<file path="src/rtl/instruction_fetch.sv">
// Instruction fetch stage: drives the PC to instruction memory and fills the
// IF/ID register. Immediate-format words (top bits 3'b110) take two fetches:
// the opcode word is latched and emitted together with the following word.
//
// Output handshake: the decode stage consumes instruction/immediate/pc_next
// only when valid=1. valid=0 marks a bubble, and then instruction=16'h0000
// (NOP). There is no ready signal; back-pressure comes only from stall,
// which freezes every register, so a presented instruction stays stable
// and is not repeated once stall drops.
module instruction_fetch (
    input  logic        clk,
    input  logic        rst,
    input  logic        stall,
    input  logic        branch_taken,
    input  logic [15:0] branch_target,
    output logic [15:0] imem_addr,
    input  logic [15:0] imem_data,
    output logic [15:0] instruction,
    output logic [15:0] immediate,
    output logic        valid,
    output logic [15:0] pc_next
);

    typedef enum logic [0:0] {
        FETCH_OP  = 1'b0,
        FETCH_IMM = 1'b1
    } state_t;

    // FSM state is kept as a named signal so checkers can bind to it.
    state_t      state;
    state_t      state_nx;
    logic [15:0] pc;
    logic [15:0] pc_nx;
    logic [15:0] op_word;
    logic [15:0] op_word_nx;
    logic [15:0] instruction_nx;
    logic [15:0] immediate_nx;
    logic        valid_nx;
    logic [15:0] pc_next_nx;
    logic        is_imm_fmt;

    assign imem_addr  = pc;
    assign is_imm_fmt = (imem_data[15:13] == 3'b110);

    // Next-state and next-output decode; branch beats stall, stall holds all.
    always_comb begin
        state_nx       = state;
        pc_nx          = pc;
        op_word_nx     = op_word;
        instruction_nx = instruction;
        immediate_nx   = immediate;
        valid_nx       = valid;
        pc_next_nx     = pc_next;
        if (branch_taken) begin
            // Flush: any half-fetched immediate instruction is dropped.
            pc_nx          = branch_target;
            state_nx       = FETCH_OP;
            op_word_nx     = 16'h0000;
            instruction_nx = 16'h0000;
            immediate_nx   = 16'h0000;
            valid_nx       = 1'b0;
        end else if (!stall) begin
            case (state)
                FETCH_OP: begin
                    pc_nx = pc + 16'd1;
                    if (is_imm_fmt) begin
                        op_word_nx     = imem_data;
                        state_nx       = FETCH_IMM;
                        instruction_nx = 16'h0000;
                        immediate_nx   = 16'h0000;
                        valid_nx       = 1'b0;
                    end else begin
                        instruction_nx = imem_data;
                        immediate_nx   = 16'h0000;
                        valid_nx       = 1'b1;
                        pc_next_nx     = pc + 16'd1;
                    end
                end
                FETCH_IMM: begin
                    // PC wraps naturally, so an opcode at 16'hFFFF reads 16'h0000.
                    pc_nx          = pc + 16'd1;
                    instruction_nx = op_word;
                    immediate_nx   = imem_data;
                    valid_nx       = 1'b1;
                    pc_next_nx     = pc + 16'd1;
                    state_nx       = FETCH_OP;
                end
                default: begin
                    state_nx = FETCH_OP;
                end
            endcase
        end
    end

    // State and IF/ID registers with synchronous reset taking top priority.
    always_ff @(posedge clk) begin
        if (rst) begin
            state       <= FETCH_OP;
            pc          <= 16'h0000;
            op_word     <= 16'h0000;
            instruction <= 16'h0000;
            immediate   <= 16'h0000;
            valid       <= 1'b0;
            pc_next     <= 16'h0000;
        end else begin
            state       <= state_nx;
            pc          <= pc_nx;
            op_word     <= op_word_nx;
            instruction <= instruction_nx;
            immediate   <= immediate_nx;
            valid       <= valid_nx;
            pc_next     <= pc_next_nx;
        end
    end

endmodule

</file>
<file path="config.mk">
export PLATFORM = sky130hd
export DESIGN_NAME = instruction_fetch
export DESIGN_NICKNAME = d
export VERILOG_FILES = /design/src/rtl/instruction_fetch.sv
export SDC_FILE = /design/constraint.sdc
export NUM_CORES = 1
export LEC_CHECK = 0
export ABC_AREA = 1
export CORE_MARGIN = 2
export CORE_UTILIZATION = 51
export DETAILED_ROUTE_END_ITERATION = 12
export GPL_ROUTABILITY_DRIVEN = 1
export GPL_TIMING_DRIVEN = 0
export PLACE_DENSITY = 0.87
export SETUP_SLACK_MARGIN = 0.5
export SLEW_MARGIN = 30
export SYNTH_ARGS = -nofsm -noshare
export SYNTH_HDL_FRONTEND = slang
export SYNTH_SLANG_ARGS = --single-unit
export TNS_END_PERCENT = 1
</file>
<file path="constraint.sdc">
create_clock -name clk -period 4.1 [get_ports clk]
set_clock_uncertainty 0.2 [all_clocks]
set_input_delay 0.82 -clock clk [delete_from_list [all_inputs] [get_ports clk]]
set_output_delay 0.82 -clock clk [all_outputs]
set_load 0.005 [all_outputs]
</file>
# Word level (Yosys, flattened, before mapping)
# Cells that the tools add are included.
# classes
add_sub_neg,1
n_eq_ne,3
mux,11
bitwise,3
reduce_logical,3
# ops
operator,count
$pmux 16 s2,3
$mux 16,4
$add 16x1->16 const B,1
$reduce_and 3->1,2
$pmux 1 s2,2
$eq 3x3->1 const B,1
$not 1->1,3
$mux 1,2
$ne 2x1->1 const B,1
$ne 2x2->1 const B,1
$reduce_or 2->1,1
# totals
regBits,82
inputBits,36
out_inout_bits,65
wordCells,28

# Depth between registers and ports, before layout
# Gate-level depths: netlist (run 1).
# logic_depth
word_depth,3
mapped_depth,11
mapped_depth_nobuf,11

# Least setup slack after synthesis (run 1)
# OpenSTA, ideal clock, no wires.
# synth_path
kind,input port to flip-flop
start,in stall
end,reg pc_next[14]
setup_time_ns,0.113
arrival_ns,1.622
t_required_ns,3.787
slack_ns,2.165
cell_stages,8
path_cell_list,buf_6 -> nor2_8 -> inv_2 -> nor2_8 -> inv_4 -> buf_6 -> o21ai_1 -> inv_1
# synth_via
elab_chain_cells,2
# synth_rtl
item,line_no,source
"start, declared",13,"input logic stall,"
$not 1->1 (no line),n/a,
$reduce_and 3->1 (no line),n/a,
"end signal, assigned",112,pc_next <= pc_next_nx;
"end, declared",21,output logic [15:0] pc_next
# Every way passes these cells.
# A chain may end at the register's enable or synchronous reset.

# Worst setup path in the final report (run 1)
# layout_path
start,reg pc[9] (netlist: imem_addr[9])
end,out imem_addr[9]
# layout_lines
item,line_no,source
"start, declared",32,logic [15:0] pc;
"start signal, assigned",107,pc <= pc_nx;
"end, declared",16,"output logic [15:0] imem_addr,"
# No word-level cell between the ends.

==> flow_metrics.py, run 1 <==
metrics = {
    "cells_and_area": {
        "syn2layout_area_growth_pct": 35.9,
        "antennaDiodeCount": 0,
        "multiInputGateArea_sq_um": 1650,
        "nets": 633,
        "design_area_sq_um": 4910,
        "regArea_sq_um": 1640,
        "n_fill_cell": 543,
        "stdcell_count": 697,
        "layout-drive-gt1-share_pct": 9.98,
    },
    "flow_run": {
        "max_cap_viol_count": 0,
    },
    "route": {
        "wirelength_mm": 10.3,
        "via_per_inst": 5.39,
        "drc": 0,
        "detail_route.wl_per_cell_microns": 14.8,
        "drt_iter0_markers": 258,
        "detail-route-antenna-nets": 0,
        "drt_pre_antenna_iters": 5,
        "vias": 3754,
    },
    "setup_path": {
        "cp_max_fo": 7,
        "cpMaxStageDelayCell": "clkdlybuf4s50_1",
        "slowest_delay_ns": 0.56,
        "worst_ep_required_time_ns": 3.08,
        "worstPathArrival_ns": 1.37,
        "cp-end-kind": "primary output",
        "crit_type": "flop to primary output",
        "critPathBufInv": 1,
        "cp_top_family": "buffers and inverters",
        "start_kind": "flop",
        "cp_cell_sequence": "clkdlybuf4s50_1",
    },
    "die": {
        "num_rows": 30,
        "design.portCount": 101,
        "die_x_microns": 88.2,
        "core_sq_um": 6830,
        "initial_core_util_pct": 52.9,
        "die_y_microns": 88.2,
        "design.die.area_sq_um": 7780,
    },
    "logic_synthesis": {
        "synth_xor_area_share_pct": 1.94,
        "synth_area_per_cell_sq_um": 7.42,
        "synth_fa_ha_area_share_pct": 0.346,
        "async_flop_share_pct": 0,
        "syn_nets": 524,
        "synthesis.instances": 487,
        "synth_seq_area_share_pct": 45.4,
        "synthSimpleGateAreaFrac_pct": 28.0,
        "synthFlopType": "dfxtp_1",
        "yosysTopAreaCell": "dfxtp_1",
        "synth_edf_count": 0,
        "ys_ff_latch": 82,
        "synth.area.top_cells": "dfxtp_1, nand2_1, nand3_1, a21oi_1, inv_1",
        "synth_compound_area_share_pct": 15.4,
        "ys_warn_count": 0,
        "synth_cell_type_count": 35,
        "yosysTopAreaCellShare_pct": 45.4,
        "synth_top_family_by_area": "simple AND/OR/NAND/NOR gates",
        "syn_area_sq_um": 3620,
        "synth.area.mux_share_pct": 0,
    },
    "placement": {
        "portBuffers": 98,
        "gp_congestion": 0.906,
        "place_hpwl_mm": 7.54,
        "dp_cells": 681,
        "place_area_sq_um": 4720,
    },
    "clock_tree": {
        "path_clk_slew_ns": 0.08,
        "hold_buffers": 0,
        "cts_resized": 0,
        "cts_setup_buffers": 0,
        "cts_made_buffers": 9,
        "h-tree-depth": 3,
        "cts.sinks": 82,
        "worstSkewPairLatency_ns": 0.36,
        "cts_tree": "done",
        "clk_path_buf_depth": 2,
        "cts.root.buffer_cell": "clkbuf_8",
    },
    "outcome": {
        "status": "finished clean",
    },
    "hold_path": {
        "hold_class": "flop to flop",
    },
    "pwr": {
        "power_density_nw_per_um2": 337,
        "p_leak_uw": 0.00184,
        "vdd_drop_max_uv": 284,
        "p_total_uw": 1660,
    },
    "sta": {
        "max_slew.worst_pin.slew_ns": 0.667,
        "final-max-slew-violation-count": 0,
        "slew_headroom_pct": 55.6,
        "period_minus_slack_ns": 2.39,
        "rsz0062_at_grt": "false",
        "fmax_ghz": 0.418,
        "tns_ns": 0,
        "final-hold-violation-count": 0,
        "setup_viol": 0,
        "fin_crit_sh_pct": 58.4,
    },
    "global_route": {
        "grt_overflow_total": 0,
        "grt_pass1_vias": 3717,
        "grt_pass1_wl_mm": 16.6,
        "grt_use_total_pct": 27.6,
        "grt_max_degree": 14,
        "antenna_found_initial": 0,
    },
}
## routing by layer
layer | part of all wire, % | up-vias | routed length, microns | GRT usage [%]
met1 | 37 | 1729 | 3870 | 29.9
met2 | 52 | 193 | 5380 | 51.3
met3 | 8.8 | 27 | 909 | 7.45
li1 | - | 1805 | - | -
met5 | 0 | - | 0 | 0
met4 | 1.8 | 0 | 188 | 9.50
## sequential cells by signal (all words and copies together), names as in the netlist
register	count
immediate	16
state	1
op_word	16
pc_next	16
valid	1
imem_addr	16
instruction	16
## through the flow
| stage | hold WS [ns] | util (%) | setup WS (ns) |
|---|---|---|---|
| floorplan | 0.216 | - | 2.17 |
| global placement | 0.226 | 69.0 | 1.50 |
| detailed placement | 0.228 | 69.0 | 1.48 |
| CTS | 0.240 | 71.9 | 1.71 |
| global route | 0.285 | 71.9 | 1.67 |
| finish | 0.241 | 71.9 | 1.71 |
## cell usage after synthesis, types with 2 or more instances
library cell and count:
xnor2_1 2, a31oi_1 21, buf_2 7, inv_1 36, o21ai_1 14, nor2_2 6
dfxtp_1 82, nor2_8 3, a21oi_2 5, nor2_1 26, buf_4 5, o21ai_0 20
inv_2 6, nand3_1 40, a21oi_1 28, nand4_1 3, nand2_2 5, buf_6 4
xor2_1 6, o211ai_1 4, clkbuf_1 7, nand2_1 144
## logic make-up after synthesis
logic type | after synthesis
AO/OA/AOI/OAI | 97
XOR/XNOR | 8
adder cells (fa/ha/maj) | 1
buffers and inverters | 69
flip-flops | 82
AND/OR/NAND/NOR | 230
## power breakdown
group | switching, uW | internal, uW | total [uW]
Clock | 292 | 299 | 591
Combinational | 114 | 108 | 222
Sequential | 22.5 | 821 | 843
## final cells by class
cell class              count  share of cell area (%)
inverters                  44                    3.41
repair buffers             98                    20.0
clock inverters             4                    1.04
clock buffers              12                    2.95
multi-input cells         336                    33.7
flip-flops and latches     82                    33.4
well taps                  96                    2.44
plain buffers              25                    3.11
## layout by cell type (no fill, tap or decap), types with 2 or more instances in the layout
master             n
dfxtp_1           82
buf_4              5
xor2_1             6
nor2_8             3
nand4_1            3
buf_2              7
nand2_1          144
nor2_1            26
clkbuf_1           9
a21oi_2            5
clkdlybuf4s50_1   98
nand3_1           40
a31oi_1           21
inv_2              6
inv_1             36
nor2_2             6
xnor2_1            2
o211ai_1           4
o21ai_0           20
a21oi_1           28
o21ai_1           14
nand2_2            5
buf_6              4
clkbuf_8          10
## worst paths after layout
path	from	endpoint	slack, ns	cells after the start
worst min register to register	op_word[13]	op_word[13]	0.24	2
worst max register to register	imem_addr[0]	imem_addr[14]	2.19	7
worst min-delay path	op_word[13]	op_word[13]	0.24	2
worst max-delay path	imem_addr[9]	imem_addr[9]	1.71	1
Power figures use the tool's default switching activity.
==> run 2: changes to the inputs <==
--- a/config.mk
+++ b/config.mk
@@ -7,11 +7,11 @@
 export LEC_CHECK = 0
 export ABC_AREA = 1
 export CORE_MARGIN = 2
-export CORE_UTILIZATION = 51
+export CORE_UTILIZATION = 48
 export DETAILED_ROUTE_END_ITERATION = 12
 export GPL_ROUTABILITY_DRIVEN = 1
 export GPL_TIMING_DRIVEN = 0
-export PLACE_DENSITY = 0.87
+export PLACE_DENSITY = 0.83
 export SETUP_SLACK_MARGIN = 0.5
 export SLEW_MARGIN = 30
 export SYNTH_ARGS = -nofsm -noshare
==> constraint.sdc (replaced) <==
create_clock -name clk -period 2.4 [get_ports clk]
set_clock_uncertainty 0.2 [all_clocks]
set_input_delay 0.48 -clock clk [delete_from_list [all_inputs] [get_ports clk]]
set_output_delay 0.48 -clock clk [all_outputs]
set_load 0.005 [all_outputs]
==> flow_metrics.py, run 2 (synthesis results as in run 1) <==
metrics = {
    "clock_tree": {
        "path_clk_slew_ns": 0.09,
        "cts.sinks": 82,
        "worstSkewPairLatency_ns": 0.37,
        "clk_path_buf_depth": 2,
        "hold_buffers": 0,
        "cts.root.buffer_cell": "clkbuf_8",
        "cts_tree": "done",
        "h-tree-depth": 3,
        "cts_made_buffers": 9,
    },
    "die": {
        "die_x_microns": 90.8,
        "num_rows": 31,
        "initial_core_util_pct": 49.6,
        "design.portCount": 101,
        "core_sq_um": 7290,
        "design.die.area_sq_um": 8240,
        "die_y_microns": 90.8,
    },
    "cells_and_area": {
        "layout-drive-gt1-share_pct": 13.3,
        "n_fill_cell": 634,
        "nets": 635,
        "antennaDiodeCount": 0,
        "layout_commonest_cell": "nand2_1",
        "utilization_pct": 68.7,
        "syn2layout_area_growth_pct": 38.5,
        "final_cell_mix": "nand2_1, clkdlybuf4s50_1, dfxtp_1",
    },
    "outcome": {
        "status": "finished clean",
    },
    "setup_path": {
        "cp-end-kind": "primary output",
        "cp_cell_sequence": "clkdlybuf4s50_1",
        "crit_type": "flop to primary output",
        "worstPathArrival_ns": 1.26,
        "slowest_delay_ns": 0.51,
        "critPathBufInv": 1,
        "worst_ep_required_time_ns": 1.72,
        "start_kind": "flop",
        "cp_top_family": "buffers and inverters",
        "cpMaxStageDelayCell": "clkdlybuf4s50_1",
        "cp_max_fo": 5,
    },
    "sta": {
        "final-max-slew-violation-count": 0,
        "fin_crit_sh_pct": 80.7,
        "fmax_ghz": 0.516,
        "setup_viol": 0,
        "rsz0062_at_grt": "true",
        "tns_ns": 0,
        "slew_headroom_pct": 56.7,
        "final-hold-violation-count": 0,
        "period_minus_slack_ns": 1.94,
        "max_slew.worst_pin.slew_ns": 0.650,
    },
    "route": {
        "drt_pre_antenna_iters": 5,
        "via_per_inst": 5.37,
        "detail_route.wl_per_cell_microns": 15.1,
        "drt_iter0_markers": 192,
        "wirelength_mm": 10.6,
        "drc": 0,
        "detail-route-antenna-nets": 0,
        "vias": 3773,
    },
    "global_route": {
        "grt_max_degree": 16,
        "grt_overflow_total": 0,
        "antenna_found_initial": 0,
        "grt_pass1_wl_mm": 16.6,
        "grt_pass1_vias": 3549,
        "grt_use_total_pct": 24.7,
    },
    "hold_path": {
        "hold_class": "input pin to flop",
    },
    "pwr": {
        "vdd_drop_max_uv": 376,
        "power_density_nw_per_um2": 591,
        "clockPowerShare_pct": 38.4,
        "p_int_uw": 2180,
        "p_comb_share_pct": 13.0,
        "p_leak_uw": 0.00190,
        "swShare_pct": 26.3,
        "p_switching_uw": 780,
        "p_seq_share_pct": 48.6,
    },
    "placement": {
        "portBuffers": 98,
        "place_hpwl_mm": 7.57,
        "gp_congestion": 0.927,
    },
    "flow_run": {
        "max_cap_viol_count": 0,
    },
}
## run 2: metrics by stage
stage	hold slack (ns)	total power, uW	setup slack [ns]	instances	cell area, sq um
floorplan	0.216	1650	0.805	487	3620
global placement	0.227	1840	0.125	684	4720
detailed placement	0.234	1850	0.109	684	4720
CTS	0.224	2960	0.457	701	4990
global route	0.239	3050	0.425	702	5010
finish	0.235	2960	0.462	702	5010
## run 2: final timing paths
check	from	to	slack (ns)	cells after the start
min reg2reg	op_word[13]	op_word[13]	0.25	2
max	imem_addr[8]	imem_addr[8]	0.46	1
max reg2reg	imem_addr[0]	imem_addr[14]	0.56	7
min	stall	instruction[0]	0.23	3
## run 2: worst reg2reg max path, cell delays in order (launching register included)
cell     delay (ns)
dfxtp_4        0.38
ha_1           0.19
nand3_1        0.17
nor2_1         0.23
nand3_1        0.15
xor2_1         0.24
nand2_1        0.09
a21oi_1        0.12
## run 2: routing by layer
metal  vias to the layer above  wire length [microns]  track usage (%)
met5                         -                      0                0
met4                         0                    354             11.7
met3                        34                    770             5.76
met2                       180                   5180             43.1
met1                      1746                   4270             28.6
li1                       1813                      -                -
## run 2: final cells by class
cell class / instances / area (sq um) / area share (%)
buffer: 25 / 154 / 3.07
clock buffer: 9 / 124 / 2.47
clock inverter: 7 / 101 / 2.02
inverter: 44 / 168 / 3.35
multi-input combinational: 337 / 1670 / 33.3
sequential: 82 / 1680 / 33.5
tap: 99 / 124 / 2.47
timing repair buffer: 99 / 993 / 19.8
## run 2: power groups by stage
stage          clock (uW)  combinational, uW  sequential, uW
2_1_floorplan           0                178            1470
3_3_place_gp            0                369            1470
3_5_place_dp            0                376            1470
4_1_cts              1140                381            1440
5_1_grt              1190                415            1440
6_report             1140                386            1440
## run 2: what timing repair did
item,in CTS,in global routing
gates cloned,0,1
setup buffers,1,0
gates resized for setup,20,5
pin swaps,0,2
endpoints found under the setup margin,44,99
==> RTL edit (settings of run 2) <==
Add an input register stage for `branch_target`, without a reset; this delays it by one clock. The other inputs are not delayed to match.
--- a/src/rtl/instruction_fetch.sv
+++ b/src/rtl/instruction_fetch.sv
@@ -26,6 +26,12 @@
         FETCH_IMM = 1'b1
     } state_t;
 
+    logic [15:0] branch_target_q;
+
+    always_ff @(posedge clk) begin
+        branch_target_q <= branch_target;
+    end
+
     // FSM state is kept as a named signal so checkers can bind to it.
     state_t      state;
     state_t      state_nx;
@@ -53,7 +59,7 @@
         pc_next_nx     = pc_next;
         if (branch_taken) begin
             // Flush: any half-fetched immediate instruction is dropped.
-            pc_nx          = branch_target;
+            pc_nx          = branch_target_q;
             state_nx       = FETCH_OP;
             op_word_nx     = 16'h0000;
             instruction_nx = 16'h0000;
Check against the original RTL: not equivalent (a bounded check fails within 4 cycles, from zero or initial values and one cycle with rst high).
==> RTL edit against run 2 <==
First-iteration DRC count down 26%. Routed wire length down 1.4%. Sequential cell count up 16. Cell area up 4.8%. Synthesized area up 7.8%. Worst setup slack worse by 0.029 ns. Power up 7.8%. Critical endpoint is now imem_addr[10]. Largest power group unchanged.
==> RTL edit: results (changes against run 2) <==
* Status: complete, no violations
* Hold path depth at 3 (unchanged)
* Fin crit share at 81.9% (+1.2 points)
* Sequential share of power at 54.0% (+5.4 points)
* Slew HR at 68.2% (+12 points)
* Proportion of layout cells with a drive suffix above 1 at 11.1% (-2.2 points)
* Syn_area_per_cell at 7.64 µm² (+2.9%)
* Compound-cell area share of the yosys netlist at 13.3% (-2.1 points)
* CP max stage cell: clkdlybuf4s50_1
* Setup bufs post-CTS at 0 (-1)
* Total Power at 3.19 mW (+7.8%)
* RePlAce Congestion at 0.865 (-6.8%)
* FILL cells at 648 (+2.2%)
* CP startpoint: imem_addr[10]
* Cell depth of the worst flop-to-flop path at 7 (unchanged)
* Adder-cell area share of the yosys netlist at 0.321% (-0.025 points)
* Detailed Route Iter0 Violations at 143 (-26%)
* Setup WS pre-CTS at 0.118 ns (+0.00883 ns)
* Synth Area in XOR/XNOR at 1.57% (-0.36 points)
* Worst hold path endpoint: instruction[1]
* Commonest cells post-synth: nand2_1 (159), dfxtp_1 (98), nand3_1 (38)
* Post-route insts no fill at 726 (+3.4%)
* Total number of vias at 3792 (+0.50%)
* Dpl cell area at 5010 µm² (+6.0%)
* Syn Nets at 547 (+4.4%)
* Hold Crit Class: in2reg
* HPWL Detailed at 7.73 mm (+2.2%)
* Area contributors post-synth: dfxtp_1 (50%), nand2_1 (15%), nand3_1 (4.9%)
* CP Depth at 1 (unchanged)
* Worst-path fanout max at 6 (+1)
* FF-to-FF End: imem_addr[8]
* CTS Root Cell: clkbuf_8
* Vias in the first global route at 3713 (+4.6%)
* Antenna violations before repair at 0 (unchanged)
* Resized cells post-CTS at 21 (+5.0%)
* Critical path arrival at 1.29 ns (+0.03 ns)
* Clock Latency Late Sink at 0.37 ns (about the same)
* Routed wire length at 10.4 mm (-1.4%)
* FF-to-FF setup slack at 0.73 ns (+0.17 ns)
* Distinct cell type count after synthesis at 29 (-17%)
* P_sw at 0.835 mW (+7.1%)
* Pin count of the biggest net entering global routing at 19 (+3)
* Critical Path Max Stage Delay at 0.52 ns
* Comb. pwr at 0.354 mW (-8.3%)
* Sequential-to-total area share from yosys stat at 50.3% (+4.9 points)
* Port bufs at 98 (unchanged)
* # nets final at 656 (+3.3%)
* Multi-input logic area at 1620 µm² (-2.7%)
* CP top delay family: buffers and inverters
* Placed instance count at 710 (+3.8%)
* First-pass GRT wire length at 17.2 mm (+3.5%)
* Hold WS at 0.224 ns (-0.0108 ns)
* Peak VDD IR at 0.000351 V (-6.7%)
* Setup crit end: imem_addr[10]
* Total GRT Usage at 24.5% (-0.21 points)
* Drt pass-1 iters at 5 (unchanged)
* Leakage at 1.97 nW (+3.8%)
RTL edit: cell types whose count changed after synthesis, moves of 2 or more:
cell,run 2,this run
nand4_1,3,5
clkbuf_1,7,9
nor2_8,3,1
nand3_1,40,38
nand2_2,5,2
a21oi_2,5,0
nand3_2,0,2
o21ai_0,20,23
a21oi_1,28,37
nand2_1,144,159
dfxtp_1,82,98
o21ai_1,14,7
RTL edit: area by class of cell:
class	count	share of cell area (%)
buffer	27	3.03
tap	102	2.43
clock buffer	9	2.36
multi-input combinational	343	30.9
inverter	42	3.00
timing repair buffer	98	18.7
sequential	98	38.0
clock inverter	7	1.65
RTL edit: cell families after synthesis:
group,Yosys count
and+or+nand+nor,242
DFF,98
AOI/OAI and AO/OA,93
buffers and inverters,69
xor gates and xnor gates,7
adders and majority gates,1
RTL edit: routing by layer:
layer  part of all wire (%)  global-route usage [%]
met3                    7.9                    4.33
met1                     41                    30.1
met5                      0                       0
met2                     50                    43.4
met4                    1.6                    7.97
